**src/rtl/uart_pkg.sv**
```systemverilog
// -----------------------------------------------------------------------------
// uart_pkg
// Shared definitions for the UART byte engine: TX/RX state encodings,
// parity-mode constants and the clocks-per-bit helper.
// No ports (package).
// -----------------------------------------------------------------------------
package uart_pkg;

    localparam int PARITY_NONE = 0;
    localparam int PARITY_EVEN = 1;
    localparam int PARITY_ODD  = 2;

    typedef enum logic [2:0] {
        TX_IDLE   = 3'd0,
        TX_START  = 3'd1,
        TX_DATA   = 3'd2,
        TX_PARITY = 3'd3,
        TX_STOP   = 3'd4
    } tx_state_e;

    typedef enum logic [2:0] {
        RX_IDLE   = 3'd0,
        RX_START  = 3'd1,
        RX_DATA   = 3'd2,
        RX_PARITY = 3'd3,
        RX_STOP   = 3'd4
    } rx_state_e;

    // Integer division: any remainder is dropped, so the real baud rate is
    // slightly higher than requested when the ratio is not exact.
    function automatic int calc_clks_per_bit(input int clock_frequency, input int baud_rate);
        return clock_frequency / baud_rate;
    endfunction

endpackage

```
**src/rtl/uart_rx_path.sv**
```systemverilog
// -----------------------------------------------------------------------------
// uart_rx_path
// Receive half of the UART engine: 2-flop synchroniser, falling-edge start
// detection with mid-bit false-start rejection, mid-bit sampling of data,
// parity and stop bits, and parity/framing error reporting.
// Ports:
//   clk, rst_n      clock and asynchronous active-low reset
//   rx_serial_in    raw serial line, asynchronous to clk
//   rx_data         last received word (held until next frame)
//   rx_ready        one-cycle pulse when a frame completes
//   rx_error        parity or framing error of the last frame
// -----------------------------------------------------------------------------
module uart_rx_path
    import uart_pkg::*;
#(
    parameter int CLKS_PER_BIT  = 5208,
    parameter int PARITY        = 1,
    parameter int NUM_DATA_BITS = 8,
    parameter int NUM_STOP_BITS = 2
) (
    input  logic                     clk,
    input  logic                     rst_n,
    input  logic                     rx_serial_in,
    output logic [NUM_DATA_BITS-1:0] rx_data,
    output logic                     rx_ready,
    output logic                     rx_error
);

    localparam int CNT_W = (CLKS_PER_BIT > 1) ? $clog2(CLKS_PER_BIT) : 1;
    localparam int IDX_W = $clog2(NUM_DATA_BITS + 1);
    localparam logic [CNT_W-1:0] CNT_LAST   = CNT_W'(CLKS_PER_BIT - 1);
    localparam logic [CNT_W-1:0] CNT_HALF   = CNT_W'(CLKS_PER_BIT / 2);
    localparam logic [IDX_W-1:0] IDX_LAST   = IDX_W'(NUM_DATA_BITS - 1);
    localparam logic             STOP_LAST  = 1'(NUM_STOP_BITS - 1);
    localparam logic             HAS_PARITY = (PARITY != PARITY_NONE);
    localparam logic             ODD_MODE   = (PARITY == PARITY_ODD);

    rx_state_e                state_q, state_d;
    logic                     sync1_q, sync1_d;
    logic                     sync2_q, sync2_d;
    logic                     prev_q, prev_d;
    logic [CNT_W-1:0]         cnt_q, cnt_d;
    logic [IDX_W-1:0]         idx_q, idx_d;
    logic                     stop_idx_q, stop_idx_d;
    logic [NUM_DATA_BITS-1:0] shift_q, shift_d;
    logic                     parity_err_q, parity_err_d;
    logic                     stop_err_q, stop_err_d;
    logic [NUM_DATA_BITS-1:0] data_q, data_d;
    logic                     ready_q, ready_d;
    logic                     error_q, error_d;
    logic                     bit_end;

    // Synchronisers reset to the idle-high level so leaving reset never
    // looks like a start-bit edge.
    always_ff @(posedge clk or negedge rst_n) begin
        if (!rst_n) begin
            state_q      <= RX_IDLE;
            sync1_q      <= 1'b1;
            sync2_q      <= 1'b1;
            prev_q       <= 1'b1;
            cnt_q        <= '0;
            idx_q        <= '0;
            stop_idx_q   <= 1'b0;
            shift_q      <= '0;
            parity_err_q <= 1'b0;
            stop_err_q   <= 1'b0;
            data_q       <= '0;
            ready_q      <= 1'b0;
            error_q      <= 1'b0;
        end else begin
            state_q      <= state_d;
            sync1_q      <= sync1_d;
            sync2_q      <= sync2_d;
            prev_q       <= prev_d;
            cnt_q        <= cnt_d;
            idx_q        <= idx_d;
            stop_idx_q   <= stop_idx_d;
            shift_q      <= shift_d;
            parity_err_q <= parity_err_d;
            stop_err_q   <= stop_err_d;
            data_q       <= data_d;
            ready_q      <= ready_d;
            error_q      <= error_d;
        end
    end

    always_comb begin
        state_d      = state_q;
        sync1_d      = rx_serial_in;
        sync2_d      = sync1_q;
        prev_d       = sync2_q;
        cnt_d        = cnt_q;
        idx_d        = idx_q;
        stop_idx_d   = stop_idx_q;
        shift_d      = shift_q;
        parity_err_d = parity_err_q;
        stop_err_d   = stop_err_q;
        data_d       = data_q;
        ready_d      = 1'b0;
        error_d      = error_q;
        bit_end      = (cnt_q == CNT_LAST);

        if (state_q != RX_IDLE) begin
            cnt_d = bit_end ? '0 : cnt_q + CNT_W'(1);
        end

        case (state_q)
            RX_IDLE: begin
                cnt_d        = '0;
                idx_d        = '0;
                stop_idx_d   = 1'b0;
                parity_err_d = 1'b0;
                stop_err_d   = 1'b0;
                if (prev_q && !sync2_q) begin
                    state_d = RX_START;
                end
            end
            // Re-check at mid start bit; restarting the counter here puts
            // every later sample at the middle of its bit.
            RX_START: begin
                if (cnt_q == CNT_HALF) begin
                    cnt_d   = '0;
                    state_d = sync2_q ? RX_IDLE : RX_DATA;
                end
            end
            RX_DATA: begin
                if (bit_end) begin
                    shift_d = {sync2_q, shift_q[NUM_DATA_BITS-1:1]};
                    if (idx_q == IDX_LAST) begin
                        idx_d   = '0;
                        state_d = HAS_PARITY ? RX_PARITY : RX_STOP;
                    end else begin
                        idx_d = idx_q + IDX_W'(1);
                    end
                end
            end
            RX_PARITY: begin
                if (bit_end) begin
                    parity_err_d = ((^shift_q) ^ sync2_q) != ODD_MODE;
                    state_d      = RX_STOP;
                end
            end
            // The final stop sample completes the frame and returns to idle
            // at once, so a back-to-back start bit is not missed.
            RX_STOP: begin
                if (bit_end) begin
                    if (stop_idx_q == STOP_LAST) begin
                        data_d  = shift_q;
                        error_d = parity_err_q | stop_err_q | ~sync2_q;
                        ready_d = 1'b1;
                        state_d = RX_IDLE;
                    end else begin
                        stop_err_d = stop_err_q | ~sync2_q;
                        stop_idx_d = 1'b1;
                    end
                end
            end
            default: state_d = RX_IDLE;
        endcase
    end

    assign rx_data  = data_q;
    assign rx_ready = ready_q;
    assign rx_error = error_q;

endmodule

```
**src/rtl/uart_tx_rx_module.sv**
```systemverilog
// -----------------------------------------------------------------------------
// uart_tx_rx_module
// Full-duplex UART byte engine. TX serialises one word per launch (start,
// data LSB first, optional parity, stop bits); RX is delegated to
// uart_rx_path. TX and RX share only the clock and reset.
// Ports:
//   IN_CLOCK, IN_RESET_N        clock, asynchronous active-low reset
//   IN_TX_LAUNCH, IN_TX_DATA    level launch request and word to send
//   OUT_TX_ACTIVE/DONE          frame in progress / end-of-frame pulse
//   OUT_TX_START_BIT_ACTIVE     high during the start bit
//   OUT_TX_STOP_BIT_ACTIVE      high during all stop bits
//   OUT_TX_SERIAL               serial output, idles high
//   IN_RX_SERIAL                serial input
//   OUT_RX_DATA/READY/ERROR     received word, completion pulse, error
// -----------------------------------------------------------------------------
module uart_tx_rx_module
    import uart_pkg::*;
#(
    parameter int UART_BAUD_RATE           = 9600,
    parameter int CLOCK_FREQUENCY          = 50000000,
    parameter int PARITY                   = 1,
    parameter int NUM_OF_DATA_BITS_IN_PACK = 8,
    parameter int NUMBER_STOP_BITS         = 2
) (
    input  logic                                IN_CLOCK,
    input  logic                                IN_RESET_N,
    input  logic                                IN_TX_LAUNCH,
    input  logic [NUM_OF_DATA_BITS_IN_PACK-1:0] IN_TX_DATA,
    output logic                                OUT_TX_ACTIVE,
    output logic                                OUT_TX_DONE,
    output logic                                OUT_TX_START_BIT_ACTIVE,
    output logic                                OUT_TX_STOP_BIT_ACTIVE,
    output logic                                OUT_TX_SERIAL,
    input  logic                                IN_RX_SERIAL,
    output logic [NUM_OF_DATA_BITS_IN_PACK-1:0] OUT_RX_DATA,
    output logic                                OUT_RX_DATA_READY,
    output logic                                OUT_RX_ERROR
);

    localparam int N            = NUM_OF_DATA_BITS_IN_PACK;
    localparam int CLKS_PER_BIT = calc_clks_per_bit(CLOCK_FREQUENCY, UART_BAUD_RATE);
    localparam int CNT_W        = (CLKS_PER_BIT > 1) ? $clog2(CLKS_PER_BIT) : 1;
    localparam int IDX_W        = $clog2(N + 1);
    localparam logic [CNT_W-1:0] CNT_LAST   = CNT_W'(CLKS_PER_BIT - 1);
    localparam logic [IDX_W-1:0] IDX_LAST   = IDX_W'(N - 1);
    localparam logic             STOP_LAST  = 1'(NUMBER_STOP_BITS - 1);
    localparam logic             HAS_PARITY = (PARITY != PARITY_NONE);
    localparam logic             ODD_MODE   = (PARITY == PARITY_ODD);

    tx_state_e        tx_state_q, tx_state_d;
    logic [CNT_W-1:0] tx_cnt_q, tx_cnt_d;
    logic [IDX_W-1:0] tx_idx_q, tx_idx_d;
    logic             tx_stop_idx_q, tx_stop_idx_d;
    logic [N-1:0]     tx_shift_q, tx_shift_d;
    logic             tx_parity_q, tx_parity_d;
    logic             tx_done_q, tx_done_d;
    logic             tx_bit_end;

    always_ff @(posedge IN_CLOCK or negedge IN_RESET_N) begin
        if (!IN_RESET_N) begin
            tx_state_q    <= TX_IDLE;
            tx_cnt_q      <= '0;
            tx_idx_q      <= '0;
            tx_stop_idx_q <= 1'b0;
            tx_shift_q    <= '0;
            tx_parity_q   <= 1'b0;
            tx_done_q     <= 1'b0;
        end else begin
            tx_state_q    <= tx_state_d;
            tx_cnt_q      <= tx_cnt_d;
            tx_idx_q      <= tx_idx_d;
            tx_stop_idx_q <= tx_stop_idx_d;
            tx_shift_q    <= tx_shift_d;
            tx_parity_q   <= tx_parity_d;
            tx_done_q     <= tx_done_d;
        end
    end

    always_comb begin
        tx_state_d    = tx_state_q;
        tx_cnt_d      = tx_cnt_q;
        tx_idx_d      = tx_idx_q;
        tx_stop_idx_d = tx_stop_idx_q;
        tx_shift_d    = tx_shift_q;
        tx_parity_d   = tx_parity_q;
        tx_done_d     = 1'b0;
        tx_bit_end    = (tx_cnt_q == CNT_LAST);

        if (tx_state_q != TX_IDLE) begin
            tx_cnt_d = tx_bit_end ? '0 : tx_cnt_q + CNT_W'(1);
        end

        case (tx_state_q)
            // The word and its parity are captured together so later changes
            // on IN_TX_DATA cannot disturb the frame in flight.
            TX_IDLE: begin
                tx_cnt_d      = '0;
                tx_idx_d      = '0;
                tx_stop_idx_d = 1'b0;
                if (IN_TX_LAUNCH) begin
                    tx_shift_d  = IN_TX_DATA;
                    tx_parity_d = (^IN_TX_DATA) ^ ODD_MODE;
                    tx_state_d  = TX_START;
                end
            end
            TX_START: begin
                if (tx_bit_end) begin
                    tx_state_d = TX_DATA;
                end
            end
            // Shifting right keeps the current bit at position 0.
            TX_DATA: begin
                if (tx_bit_end) begin
                    tx_shift_d = tx_shift_q >> 1;
                    if (tx_idx_q == IDX_LAST) begin
                        tx_idx_d   = '0;
                        tx_state_d = HAS_PARITY ? TX_PARITY : TX_STOP;
                    end else begin
                        tx_idx_d = tx_idx_q + IDX_W'(1);
                    end
                end
            end
            TX_PARITY: begin
                if (tx_bit_end) begin
                    tx_state_d = TX_STOP;
                end
            end
            TX_STOP: begin
                if (tx_bit_end) begin
                    if (tx_stop_idx_q == STOP_LAST) begin
                        tx_state_d = TX_IDLE;
                        tx_done_d  = 1'b1;
                    end else begin
                        tx_stop_idx_d = 1'b1;
                    end
                end
            end
            default: tx_state_d = TX_IDLE;
        endcase
    end

    // Outputs decode straight from registered state, so an asynchronous
    // reset forces the line high and ACTIVE low without waiting for a clock.
    always_comb begin
        case (tx_state_q)
            TX_START:  OUT_TX_SERIAL = 1'b0;
            TX_DATA:   OUT_TX_SERIAL = tx_shift_q[0];
            TX_PARITY: OUT_TX_SERIAL = tx_parity_q;
            default:   OUT_TX_SERIAL = 1'b1;
        endcase
    end

    assign OUT_TX_ACTIVE           = (tx_state_q != TX_IDLE);
    assign OUT_TX_START_BIT_ACTIVE = (tx_state_q == TX_START);
    assign OUT_TX_STOP_BIT_ACTIVE  = (tx_state_q == TX_STOP);
    assign OUT_TX_DONE             = tx_done_q;

    uart_rx_path #(
        .CLKS_PER_BIT  (CLKS_PER_BIT),
        .PARITY        (PARITY),
        .NUM_DATA_BITS (N),
        .NUM_STOP_BITS (NUMBER_STOP_BITS)
    ) u_rx_path (
        .clk          (IN_CLOCK),
        .rst_n        (IN_RESET_N),
        .rx_serial_in (IN_RX_SERIAL),
        .rx_data      (OUT_RX_DATA),
        .rx_ready     (OUT_RX_DATA_READY),
        .rx_error     (OUT_RX_ERROR)
    );

endmodule

```
**config.mk**
```make
export PLATFORM = sky130hd
export DESIGN_NAME = uart_tx_rx_module
export DESIGN_NICKNAME = d
export VERILOG_FILES = /design/src/rtl/uart_pkg.sv /design/src/rtl/uart_rx_path.sv /design/src/rtl/uart_tx_rx_module.sv
export SDC_FILE = /design/constraint.sdc
export NUM_CORES = 1
export LEC_CHECK = 0
export ABC_AREA = 1
export BUFFER_PORTS_ARGS = -buffer_cell sky130_fd_sc_hd__buf_2
export CAP_MARGIN = 20
export CELL_PAD_IN_SITES_DETAIL_PLACEMENT = 1
export CELL_PAD_IN_SITES_GLOBAL_PLACEMENT = 1
export CORE_ASPECT_RATIO = 0.8
export CORE_UTILIZATION = 47
export CTS_BUF_LIST = sky130_fd_sc_hd__clkbuf_4
export CTS_CLUSTER_DIAMETER = 40
export DETAILED_ROUTE_END_ITERATION = 12
export GPL_TIMING_DRIVEN = 0
export PLACE_DENSITY = 0.84
export RECOVER_POWER = 25
export SYNTH_ARGS = -nofsm -noshare
export SYNTH_HDL_FRONTEND = slang
export SYNTH_SLANG_ARGS = --single-unit
```
**constraint.sdc**
```tcl
create_clock -name IN_CLOCK -period 1.9 [get_ports IN_CLOCK]
set_clock_uncertainty 0.15 [all_clocks]
set_input_delay 0.095 -clock IN_CLOCK [delete_from_list [all_inputs] [get_ports IN_CLOCK]]
set_output_delay 0.095 -clock IN_CLOCK [all_outputs]
set_load 0.01 [all_outputs]
```
==> results.tsv, run 1 <==
metric	value	unit
clock share of power	0.301	
Setup crit end kind	register	
Gate power share	0.195	
Worst path slowest cell	dfrtp_2	
Max Root-Sink Buffers	2	
CP startpoint kind	register	
initial core utilization	0.498	
PwrDens	723	mW/mm2
final setup vio count	0	
FF-to-FF path depth	7	
Synth Register Bits	75	
die footprint	0.00898	mm2
post-route ant nets	0	
largest net degree at the start of global routing	51	
crit path time final	1850	ps
Seq/Total Area, Yosys	0.465	
Die X	106	um
commonest non-fill, non-tap cell in the layout	nand2_1	
final std cells w/o fill	694	
Netlist cell types	36	
Peak VDD IR	0.463	mV
# DRC	0	
Peak Freq	0.540	GHz
Via density	5.29	
net count reported at finish	598	
unrepaired setup endpoints after global routing	true	
io pins	27	
core area	0.00813	mm2
height of the chip	85.0	um
clk slew on worst S/H paths	140	ps
drt wl/cell	15.4	um
max-cap viol count	0	
worst skew pair latency	450	ps
Req. time, crit path	2150	ps
cell area after synthesis	0.00405	mm2
Sw Pwr	1150	uW
Hold Path Depth	2	
via total after detailed routing	3671	
Final GP Congestion	0.821	
total CTS buffers	9	
GR Util All Layers	0.246	
sequential power share	0.504	
syn nets	543	
vias in the first global route	3705	
share of cells above drive strength 1	0.176	
Hold Path Class	in2reg	
CP most frequent cell	nand2_1	
H-tree Lvls	3	
number of antenna violations at the first check in global routing	0	
Clock Tree Root	clkbuf_4	
num rows	29	
DRT Pass-1 Iters	7	
gr ovfl total	0	
global-route wire length before repair	17500	um
CP peak stage delay	470	ps
Design Power	3420	uW
syn avg cell area	7.69	um2
Place WS	-37.0	ps
Static Leakage	0.00244	uW
Switching Share	0.335	
status	finished, final reports clean	
Worst slew margin	0.174	
Worst Setup Path Type	reg2reg	
most frequent cells in the layout	nand2_1 (169), inv_1 (71), dfrtp_1 (67)	
Critical Path AT	2100	ps
initial DRC count	90	
Int Pwr	2280	uW
largest fanout on the critical path	10	
total detailed-routing wirelength	10700	um
worst path cell trace	nor2_4 -> nand2_1 -> inv_1 -> nand2_2 -> buf_2 -> nand3b_1 -> nand2_1	
TritonCTS clock tree	built	
Yosys Warn Count	0	
fin. max-slew vios	0	
clock sinks	75	
Area growth, synth to finish	17.0	%
Final Cycle Share	0.974	
Mapped Cells	526	
Core Util, Final	0.583	
n_diodes	0	
PortBufs	26	
Inst Count DP	661	
Slew @ Worst Pin	1240	ps
Worst Slack Setup Final	49.4	ps
hold violation count in the final report	0	
post-DP HPWL	7200	um
==> cell usage after synthesis <==
cell type	instances	share of area
nor2_2	4	0.0062
nor3b_1	1	0.0019
o21ai_2	8	0.017
nand4_2	1	0.0031
ha_1	5	0.015
or2_1	1	0.0015
inv_1	73	0.068
o21a_1	1	0.0019
nor3_2	3	0.0074
clkinv_2	1	0.0012
o21ai_0	13	0.016
inv_2	2	0.0019
nor2_1	38	0.035
o21bai_2	1	0.0028
dfrtp_1	72	0.45
o21ai_1	11	0.014
nand3_1	36	0.045
o21bai_1	1	0.0019
nand3b_1	1	0.0019
buf_2	2	0.0025
nand2_2	8	0.012
dfstp_2	3	0.019
or2_2	1	0.0015
nand3_2	1	0.0025
xnor2_1	7	0.015
buf_6	2	0.0056
nand2_1	170	0.16
nand4_1	12	0.019
a21oi_1	5	0.0062
a21oi_2	1	0.0022
a31oi_1	4	0.0062
nor3_1	19	0.024
o22ai_1	2	0.0031
xor2_1	13	0.028
nand2_4	2	0.0056
nor2_4	1	0.0028
==> cell families (layout without fill, tap and decap cells) <==
kind of cell | count (synthesis) | after routing | synth area share
AND/OR/NAND/NOR | 299 | 299 | 0.326
buffers and inverters | 80 | 140 | 0.0789
flip-flops | 75 | 75 | 0.465
AO/OA/AOI/OAI | 47 | 47 | 0.0711
XOR/XNOR | 20 | 20 | 0.0433
adder cells (fa/ha/maj) | 5 | 5 | 0.0155
==> critical path: cells and delay by family, from the launching register on <==
kind | cells | cell delay (ps)
AND/OR/NAND/NOR | 5 | 750
buffers and inverters | 2 | 440
flip-flops | 1 | 470
==> per-stage QoR <==
step                TNS (ps)  hold slack, ps  instance area (um2)
finish                     0             168                 4730
global route            -293             141                 4730
CTS                    -18.1            1.47                 4650
detailed placement     -95.9            -110                 4340
global placement           0            64.8                 4310
floorplan                  0            -351                 4050
==> layer usage <==
layer  GRT usage  routed length (um)  up-vias
met1       0.311                4770     1820
met3      0.0469                 294       18
li1            -                   -     1774
met5           0                   0        -
met4      0.0833                 172        0
met2       0.427                5470       59
==> area by class of cell <==
type	count	area (um2)
Fill cell	1032	3390
Timing Repair Buffer	44	297
Clock buffer	10	75.1
Clock inverter	6	65.1
Sequential cell	75	1890
Tap cell	108	135
Buffer	4	38.8
Inverter	76	289
Multi-Input combinational cell	371	1950
==> power groups by stage <==
stage	Clock, uW	Sequential (uW)	Combinational [uW]
3_5_place_dp	0	1740	615
3_3_place_gp	0	1740	581
2_1_floorplan	0	1730	426
4_1_cts	1050	1710	643
5_1_grt	1120	1730	753
6_report	1030	1720	668
==> worst paths after layout <==
path | start | slack, ps | endpoint
worst max-delay path | tx_state_q[0]$_DFFE_PN0P_ | 50 | tx_parity_q$_DFFE_PN0P_
worst min-delay path | IN_RX_SERIAL | 170 | u_rx_path.sync1_q$_DFF_PN1_
worst max register to register | tx_state_q[0]$_DFFE_PN0P_ | 50 | tx_parity_q$_DFFE_PN0P_
worst min register to register | u_rx_path.sync1_q$_DFF_PN1_ | 230 | u_rx_path.prev_d$_DFF_PN1_
max in group asynchronous | IN_RESET_N | 320 | u_rx_path.state_q[1]$_DFFE_PN0P_
min in group asynchronous | IN_RESET_N | 410 | u_rx_path.rx_data[3]$_DFFE_PN0P_
==> flip-flops by register name, summed over array words and instances, names as in the netlist, 3 cells and up <==
register           flops
tx_shift_q             8
u_rx_path.rx_data      8
tx_state_q             3
u_rx_path.cnt_q       13
tx_idx_q               4
u_rx_path.idx_q        4
u_rx_path.state_q      3
tx_cnt_q              13
u_rx_path.shift_q      8
==> what timing repair did <==
action / 4_1_cts / 5_1_grt
setup endpoints to repair: 14 / 45
resized for setup: 8 / 22
setup buffers: 1 / 4
hold buffers: 12 / 0
pin swaps: 2 / 3
hold endpoints to repair: 83 / 0
No activity file was read; power rests on OpenSTA's default activity.
==> inputs of run 2 (changes only) <==
--- a/config.mk
+++ b/config.mk
@@ -18,6 +18,7 @@
 export GPL_TIMING_DRIVEN = 0
 export PLACE_DENSITY = 0.84
 export RECOVER_POWER = 25
+export REMOVE_ABC_BUFFERS = 1
 export SYNTH_ARGS = -nofsm -noshare
 export SYNTH_HDL_FRONTEND = slang
 export SYNTH_SLANG_ARGS = --single-unit
==> run 2 against run 1 <==
  * Sequential cell count stayed put
  * Sequential power hardly changed
  * Global-route usage increased by 0.41 points
  * Critical path depth is 1 higher
  * Maximum frequency grew 1.2%
  * Total power grew 1.4%
  * Cell count unchanged
  * Critical endpoint is now tx_state_q[0]$_DFFE_PN0P_
==> results.tsv, run 2 (synthesized netlist as in run 1, its figures left out) <==
metric	value	unit
status	finished, final reports clean	
final setup TNS	0	ps
worst skew pair latency	440	ps
via total after detailed routing	3660	
clock sinks	75	
Gate power share	0.203	
Final Cycle Share	0.963	
largest net degree at the start of global routing	41	
PwrDens	730	mW/mm2
total detailed-routing wirelength	10600	um
die footprint	0.00898	mm2
Via density	5.27	
Sw Pwr	1150	uW
fin. max-slew vios	0	
total CTS buffers	9	
max-cap viol count	0	
height of the chip	85.0	um
post-route ant nets	0	
global-route wire length before repair	17700	um
clock share of power	0.301	
core area	0.00813	mm2
final setup vio count	0	
io pins	27	
Die X	106	um
Peak Freq	0.547	GHz
H-tree Lvls	3	
Clock Tree Root	clkbuf_4	
commonest non-fill, non-tap cell in the layout	nand2_1	
num rows	29	
gr ovfl total	0	
Switching Share	0.333	
initial core utilization	0.498	
post-DP HPWL	7280	um
DRT Pass-1 Iters	4	
Worst Setup Path Type	reg2reg	
sequential power share	0.496	
Top Registers	tx_cnt_q (13), u_rx_path.cnt_q (13)	
hold violation count in the final report	0	
share of cells above drive strength 1	0.181	
Setup crit end kind	register	
Slew @ Worst Pin	913	ps
Final GP Congestion	0.852	
Hold Path Class	in2async	
largest fanout on the critical path	5	
# DRC	0	
vias in the first global route	3770	
net count reported at finish	598	
PortBufs	26	
Area growth, synth to finish	17.4	%
Int Pwr	2310	uW
crit path time final	1830	ps
initial DRC count	104	
Worst slew margin	0.391	
clk slew on worst S/H paths	130	ps
most frequent cells in the layout	nand2_1 (168), inv_1 (71), dfrtp_1 (69)	
Req. time, crit path	2070	ps
Place WS	-156	ps
Static Leakage	0.00245	uW
Critical Path AT	2000	ps
unrepaired setup endpoints after global routing	true	
n_diodes	0	
GR Util All Layers	0.251	
Inst Count DP	657	
TritonCTS clock tree	built	
Worst Slack Setup Final	71.0	ps
Peak VDD IR	0.436	mV
number of antenna violations at the first check in global routing	0	
CP startpoint kind	register	
final std cells w/o fill	694	
drt wl/cell	15.3	um
Max Root-Sink Buffers	2	
-- run 2: through the flow --
stage	hold WS, ps	util	area (um2)	power (uW)
after floorplan	-351	-	4010	2150
after global placement	64.1	0.526	4280	2330
after detailed placement	-52.4	0.529	4300	2380
after CTS	3.70	0.569	4620	3460
after global routing	143	0.585	4750	3660
final	153	0.585	4750	3470
-- run 2: critical path, stage by stage, from the launching register on --
cell      delay (ps)
dfrtp_1          390
ha_2             210
nand2_2           90
nor3_4           220
nand3_4          170
o21bai_4         220
nand2_1          110
nand2_1           90
nand2_1           60
-- run 2: final timing paths --
kind	start	to	slack [ps]	depth (start not counted)
max	tx_cnt_q[0]$_DFF_PN0_	tx_state_q[0]$_DFFE_PN0P_	70	8
min	IN_RESET_N	u_rx_path.shift_q[3]$_DFFE_PN0P_	150	2
max reg2reg	tx_cnt_q[0]$_DFF_PN0_	tx_state_q[0]$_DFFE_PN0P_	70	8
min reg2reg	u_rx_path.sync1_q$_DFF_PN1_	u_rx_path.prev_d$_DFF_PN1_	210	0
max in group asynchronous	IN_RESET_N	tx_shift_q[2]$_DFFE_PN0P_	280	3
min in group IN_CLOCK	IN_RX_SERIAL	u_rx_path.sync1_q$_DFF_PN1_	150	2
-- run 2: cell type report --
type | instances | area (um2)
Clock buffer | 12 | 90.1
Clock inverter | 4 | 51.3
Fill cell | 1014 | 3380
Inverter | 76 | 287
Multi-Input combinational cell | 371 | 1970
Sequential cell | 75 | 1880
Tap cell | 108 | 135
Timing Repair Buffer | 48 | 338
-- run 2: timing repair --
action / 4_1_cts / 5_1_grt
hold buffers: 12 / 0
endpoints found under the hold margin: 83 / 0
pin swaps: 2 / 6
endpoints found under the setup margin: 23 / 46
gates resized for setup: 5 / 25
setup buffers: 5 / 4
-- run 2: power by group through the flow --
stage | logic (uW) | clock network (uW) | registers, uW
final | 705 | 1040 | 1720
after global routing | 801 | 1130 | 1730
after CTS | 670 | 1070 | 1710
after detailed placement | 637 | 0 | 1740
after global placement | 594 | 0 | 1740
after floorplan | 426 | 0 | 1730
-- run 2: metal layers --
layer  GRT usage  vias up  wire (um)
li1            -     1777          -
met1       0.316     1796       4780
met2       0.436       65       5370
met3      0.0515       22        314
met4      0.0732        0        166
met5           0        -          0
